File: config.mk
export PLATFORM = sky130hd
export DESIGN_NAME = au_dec_cnt
export DESIGN_NICKNAME = d
export VERILOG_FILES = /design/src/rtl/AU_dec_c.sv /design/src/rtl/au_dec_cnt.sv
export SDC_FILE = /design/constraint.sdc
export NUM_CORES = 1
export LEC_CHECK = 0
export ABC_CLOCK_PERIOD_IN_PS = 7370
export CORE_MARGIN = 2
export CORE_UTILIZATION = 40
export CTS_BUF_LIST = sky130_fd_sc_hd__clkbuf_4 sky130_fd_sc_hd__clkbuf_8
export DETAILED_ROUTE_END_ITERATION = 16
export GPL_TIMING_DRIVEN = 0
export HOLD_SLACK_MARGIN = 0.03
export PLACE_DENSITY = 0.72
export SLEW_MARGIN = 10
export SYNTH_ARGS = -nofsm -noshare
export SYNTH_HDL_FRONTEND = slang
export SYNTH_HIERARCHICAL = 1
export SYNTH_SLANG_ARGS = --single-unit
File: constraint.sdc
create_clock -name clk -period 7.37 [get_ports clk]
set_input_delay 1.8425 -clock clk [delete_from_list [all_inputs] [get_ports clk]]
set_output_delay 1.8425 -clock clk [all_outputs]
set_load 0.03 [all_outputs]
File: src/rtl/AU_dec_c.sv
// Decrementer with borrow-in/borrow-out: z = a - ci, co = ci & (a == 0).
// ARCH picks the implementation: 0 ripple borrow, 1 borrow lookahead, 2 behavioural subtract.
module AU_dec_c #(
    parameter int WIDTH = 8,
    parameter int ARCH  = 0
) (
    input  logic [WIDTH-1:0] a,
    input  logic             ci,
    output logic [WIDTH-1:0] z,
    output logic             co
);

    if (WIDTH < 1) begin : g_bad_width
        $fatal(1, "AU_dec_c: WIDTH must be >= 1");
    end
    if (ARCH < 0 || ARCH > 2) begin : g_bad_arch
        $fatal(1, "AU_dec_c: ARCH must be in 0..2");
    end

    if (ARCH == 0) begin : g_ripple
        logic [WIDTH:0] borrow;
        always_comb begin
            borrow[0] = ci;
            for (int i = 0; i < WIDTH; i++) begin
                z[i]          = a[i] ^ borrow[i];
                borrow[i + 1] = borrow[i] & ~a[i];
            end
        end
        assign co = borrow[WIDTH];
    end else if (ARCH == 1) begin : g_lookahead
        // Each bit borrows directly when every lower bit is zero.
        logic [WIDTH-1:0] mask;
        always_comb begin
            mask = '0;
            z    = '0;
            for (int i = 0; i < WIDTH; i++) begin
                mask = (WIDTH'(1) << i) - WIDTH'(1);
                z[i] = a[i] ^ (ci & ~|(a & mask));
            end
        end
        assign co = ci & ~|a;
    end else begin : g_behav
        logic [WIDTH:0] diff;
        assign diff = {1'b0, a} - {{WIDTH{1'b0}}, ci};
        assign z    = diff[WIDTH-1:0];
        assign co   = diff[WIDTH];
    end

endmodule

File: src/rtl/au_dec_cnt.sv
// Loadable, cascadable down-counter around AU_dec_c with optional auto-reload,
// registered zero flag, one-cycle terminal-count pulse and combinational borrow-out.
module au_dec_cnt #(
    parameter int WIDTH  = 8,
    parameter int ARCH   = 0,
    parameter int RELOAD = 0
) (
    input  logic             clk,
    input  logic             rst,
    input  logic             ld,
    input  logic [WIDTH-1:0] ld_val,
    input  logic             en,
    input  logic             ci,
    output logic [WIDTH-1:0] cnt,
    output logic             zero,
    output logic             co,
    output logic             tc
);

    if (WIDTH < 1) begin : g_bad_width
        $fatal(1, "au_dec_cnt: WIDTH must be >= 1");
    end
    if (ARCH < 0 || ARCH > 2) begin : g_bad_arch
        $fatal(1, "au_dec_cnt: ARCH must be in 0..2");
    end
    if (RELOAD < 0 || RELOAD > 1) begin : g_bad_reload
        $fatal(1, "au_dec_cnt: RELOAD must be 0 or 1");
    end

    localparam logic [WIDTH-1:0] Zero = '0;

    logic [WIDTH-1:0] cnt_q, cnt_d;
    logic [WIDTH-1:0] rld_q, rld_d;
    logic             zero_q, zero_d;
    logic             tc_q, tc_d;

    logic             dec;
    logic [WIDTH-1:0] dec_z;
    logic             dec_co;

    assign dec = en & ci & ~ld & ~rst;

    AU_dec_c #(
        .WIDTH(WIDTH),
        .ARCH (ARCH)
    ) u_dec (
        .a (cnt_q),
        .ci(dec),
        .z (dec_z),
        .co(dec_co)
    );

    // dec_co already carries the dec gating through the decrementer's ci.
    assign co = dec_co;

    always_comb begin
        cnt_d = cnt_q;
        rld_d = rld_q;
        tc_d  = 1'b0;
        if (ld) begin
            cnt_d = ld_val;
            rld_d = ld_val;
        end else if (dec) begin
            if (dec_co) begin
                tc_d  = 1'b1;
                // On underflow dec_z is already all ones, i.e. the modular wrap.
                cnt_d = (RELOAD == 1) ? rld_q : dec_z;
            end else begin
                cnt_d = dec_z;
            end
        end
        zero_d = (cnt_d == Zero);
    end

    always_ff @(posedge clk) begin
        if (rst) begin
            cnt_q  <= Zero;
            rld_q  <= Zero;
            zero_q <= 1'b1;
            tc_q   <= 1'b0;
        end else begin
            cnt_q  <= cnt_d;
            rld_q  <= rld_d;
            zero_q <= zero_d;
            tc_q   <= tc_d;
        end
    end

    assign cnt  = cnt_q;
    assign zero = zero_q;
    assign tc   = tc_q;

endmodule

==> run_results.csv <==
group,metric,value,unit
cells_and_area,multiInputGateArea,424,sq um
placement,gp_congestion,0.813,
synthesis,synth_compound_area_share,4.46,%
setup_path,worstSetupPathType,"in2out",
floorplanning,top_level_ports,24,
timing,worstMarginPinSlew,309,ps
run,drv_cap,0,
placement,dp_hpwl,1090,um
setup_path,crit_path_end_kind,"output pin",
timing,finalSetupViolations,0,
synthesis,synth_mux_area_share,22.7,%
floorplanning,die_h,45.9,um
setup_path,reg2reg_depth,14,
routing,routed_wl,1390,um
setup_path,cp_slowest_stage_delay,610,ps
placement,place_area,942,sq um
setup_path,worst_path_max_delay_cell,"clkdlybuf4s50_1",
routing,wl_per_cell,11.3,um
cts,htreeDepth,1,
cts,path_clk_slew,70,ps
power_and_ir_drop,swShare,28.5,%
power_and_ir_drop,seqPwrFrac,39.2,%
global_route,grt_pass1_wl,2150,um
floorplanning,fp.dieW,45.9,um
setup_path,worstSetupStartpointType,"primary input",
timing,hold_violations,0,
routing,drc_errors,0,
cts,cts_resized,0,
cts,postCtsSetupBuffers,0,
setup_path,crit_buf_inv,2,
power_and_ir_drop,p_comb_share,28.2,%
cells_and_area,fin_area,978,sq um
synthesis,synth_area_leader_cell,"dfxtp_1",
timing,fmax,155,MHz
routing,vias,604,
floorplanning,dieArea,2100,sq um
setup_path,crit_path_frequent_cell,"ha_1",
cts,clkLatencyLatePin,270,ps
cts,cts.sinks,10,
synthesis,synthDistinctLibCells,20,
power_and_ir_drop,irDropWorstVdd,0.113,mV
routing,antenna_left,0,
cells_and_area,area_growth_syn_to_layout,39.6,%
synthesis,synth_area_leaders,"dfxtp_1, ha_1, mux2i_1",
cts,cts-root-buf,"clkbuf_4",
min_path,holdPathStages,2,
placement,portBuffers,22,
power_and_ir_drop,powerDensity,157,nW/um^2
timing,fin_worst_skew,9.94,ps
synthesis,synth_top_area_share,28.6,%
timing,fin_crit,6440,ps
cells_and_area,fillerInstances,157,
cts,numCtsBuffers,3,
routing,drt_iter0_drc,2,
min_path,hp-start,"cnt[2]$_SDFF_PP0_",
synthesis,synthCells,80,
synthesis,seq_area_frac_synth,28.6,%
status,status,"complete, no violations",
global_route,grt_max_degree,11,
setup_path,worstPathCellList,"clkdlybuf4s50_1 > nor2_2 > ha_1 > ha_1 > ha_1 > ha_1 > ha_1 > ha_1 > ha_1 > ha_1 > clkdlybuf4s50_1",
power_and_ir_drop,internal-power,109,uW
min_path,whs_endpoint,"cnt[2]$_SDFF_PP0_",
setup_path,worstPathRequired,5530,ps
cts,cts_tree,"done",
synthesis,yosysWarnings,6,
routing,first_pass_iters,2,
min_path,min-delay-path-class,"reg2reg",
synthesis,synth_area,701,sq um
floorplanning,start_util,41.5,%
setup_path,path_delay_family,"adder cells",
cts,clk_path_buf_depth,2,
power_and_ir_drop,power.switching,43.7,uW
global_route,grt_pass1_vias,542,
setup_path,rrSetupSlack,4800,ps
timing,setup_tns,0,ps
cells_and_area,nets,128,
timing,slew_headroom,79.4,%
setup_path,cp_data_arrival_time,4590,ps
global_route,antenna_found_initial,0,
setup_path,r2r_end,"zero$_SDFF_PP1_",
timing,slew_viol_final,0,
cells_and_area,fin_util,57.9,%
cells_and_area,num_antenna_cells,0,
cts,cts_hold_repair.buffers,0,
synthesis,synth_fa_ha_area_share,14.3,%
synthesis,syn_area_per_cell,8.76,sq um
setup_path,cp_max_fo,5,
routing,vias_per_cell,4.91,
power_and_ir_drop,pwr-share-clk,32.6,%
synthesis,synth-xor-area-share,0,%
cells_and_area,layout-drive-gt1-share,15.1,%
setup_path,crit-reg2reg-launch,"cnt[0]$_SDFF_PP0_",
synthesis,synth_top_family_by_area,"multiplexers",
synthesis,synth_nets,101,
synthesis,synth-simple-area-share,19.1,%
timing,final.period_utilization,87.3,%
global_route,grtUsageTotal,14.8,%
synthesis,ys_seq_elements,10,
floorplanning,core_area,1690,sq um
floorplanning,rows,15,
cells_and_area,regArea,200,sq um
power_and_ir_drop,power_leakage,0.494,nW
timing,rsz0062_at_grt,"false",
global_route,globalRouteOverflowTotal,0,
[synth_stat cells]
cell type and instances:
a31o_2 1, mux2_2 6, nand3b_4 1, inv_1 16
mux2_1 1, nor3_1 3, nor2_2 1, nor4_1 2
dfxtp_1 10, and2_1 1, a21oi_1 3, a22oi_1 1
nor3b_1 1, ha_1 8, nor2b_4 1, mux2i_1 8
nor2_1 10, nand2_1 4, buf_6 1, buf_2 1
[routing by layer]
metal	wire [um]	track usage, %
met5	0	0
met4	19	10.3
met3	69	3.97
met2	641	22.5
met1	654	17.7
[placed cells by master (no fill, tap or decap)]
| cell | Yosys | final |
|---|---|---|
| a21oi_1 | 3 | 3 |
| a22oi_1 | 1 | 1 |
| a31o_2 | 1 | 1 |
| and2_1 | 1 | 1 |
| buf_2 | 1 | 1 |
| buf_6 | 1 | 1 |
| clkbuf_4 | 0 | 3 |
| clkbuf_8 | 0 | 1 |
| clkdlybuf4s50_1 | 0 | 22 |
| dfxtp_1 | 10 | 10 |
| ha_1 | 8 | 8 |
| inv_1 | 16 | 16 |
| mux2_1 | 1 | 1 |
| mux2_2 | 6 | 6 |
| mux2i_1 | 8 | 8 |
| nand2_1 | 4 | 4 |
| nand3b_4 | 1 | 1 |
| nor2_1 | 10 | 10 |
| nor2_2 | 1 | 1 |
| nor2b_4 | 1 | 1 |
| nor3_1 | 3 | 3 |
| nor3b_1 | 1 | 1 |
| nor4_1 | 2 | 2 |
[cell families (layout without fill, tap and decap cells)]
logic type / Yosys count / count (layout)
buf+inv: 18 / 44
flops: 10 / 10
simple gates: 24 / 24
compound gates: 5 / 5
mux: 15 / 15
fa+ha+maj: 8 / 8
[through the flow]
step | setup slack [ps] | power, mW | cells | hold slack, ps
6_report | 933 | 0.153 | 123 | 504
5_1_grt | 761 | 0.161 | 123 | 525
4_1_cts | 916 | 0.155 | 123 | 511
3_5_place_dp | 926 | 0.105 | 119 | 500
3_3_place_gp | 936 | 0.104 | 119 | 491
2_1_floorplan | 1860 | 0.0874 | 80 | 598
[state kept, by name, summed over array words and instances (netlist names)]
| name | cells |
|---|---|
| cnt | 8 |
| tc | 1 |
| zero | 1 |
[power groups by stage]
stage,logic (mW),registers [mW],clock network (mW)
floorplan,0.0200,0.0674,0
global placement,0.0428,0.0614,0
detailed placement,0.0435,0.0615,0
CTS,0.0436,0.0602,0.0513
global route,0.0473,0.0605,0.0533
finish,0.0432,0.0601,0.0499
[area by class of cell]
cell class	instances	area share (%)
Timing Repair Buffer	22	22.5
Multi-Input combinational cell	52	43.4
Inverter	16	6.14
Sequential cell	10	20.5
Tap cell	17	2.17
Clock buffer	4	3.71
Buffer	2	1.66
[how the worst max path moves through the flow]
stage          start  endpoint  slack [ps]  cells past startpoint
2_1_floorplan    rst        co        1860                     11
3_3_place_gp      ld        co         940                     11
3_5_place_dp      ld        co         930                     11
4_1_cts           ld        co         920                     11
5_1_grt           ci        co         760                     12
6_report          ld        co         930                     11
[worst min-delay path, cell delays in order (launching register included)]
cell	delay (ps)
dfxtp_1	340
nand2_1	60
a21oi_1	50
Note: power is estimated with default switching activity, not from simulation.
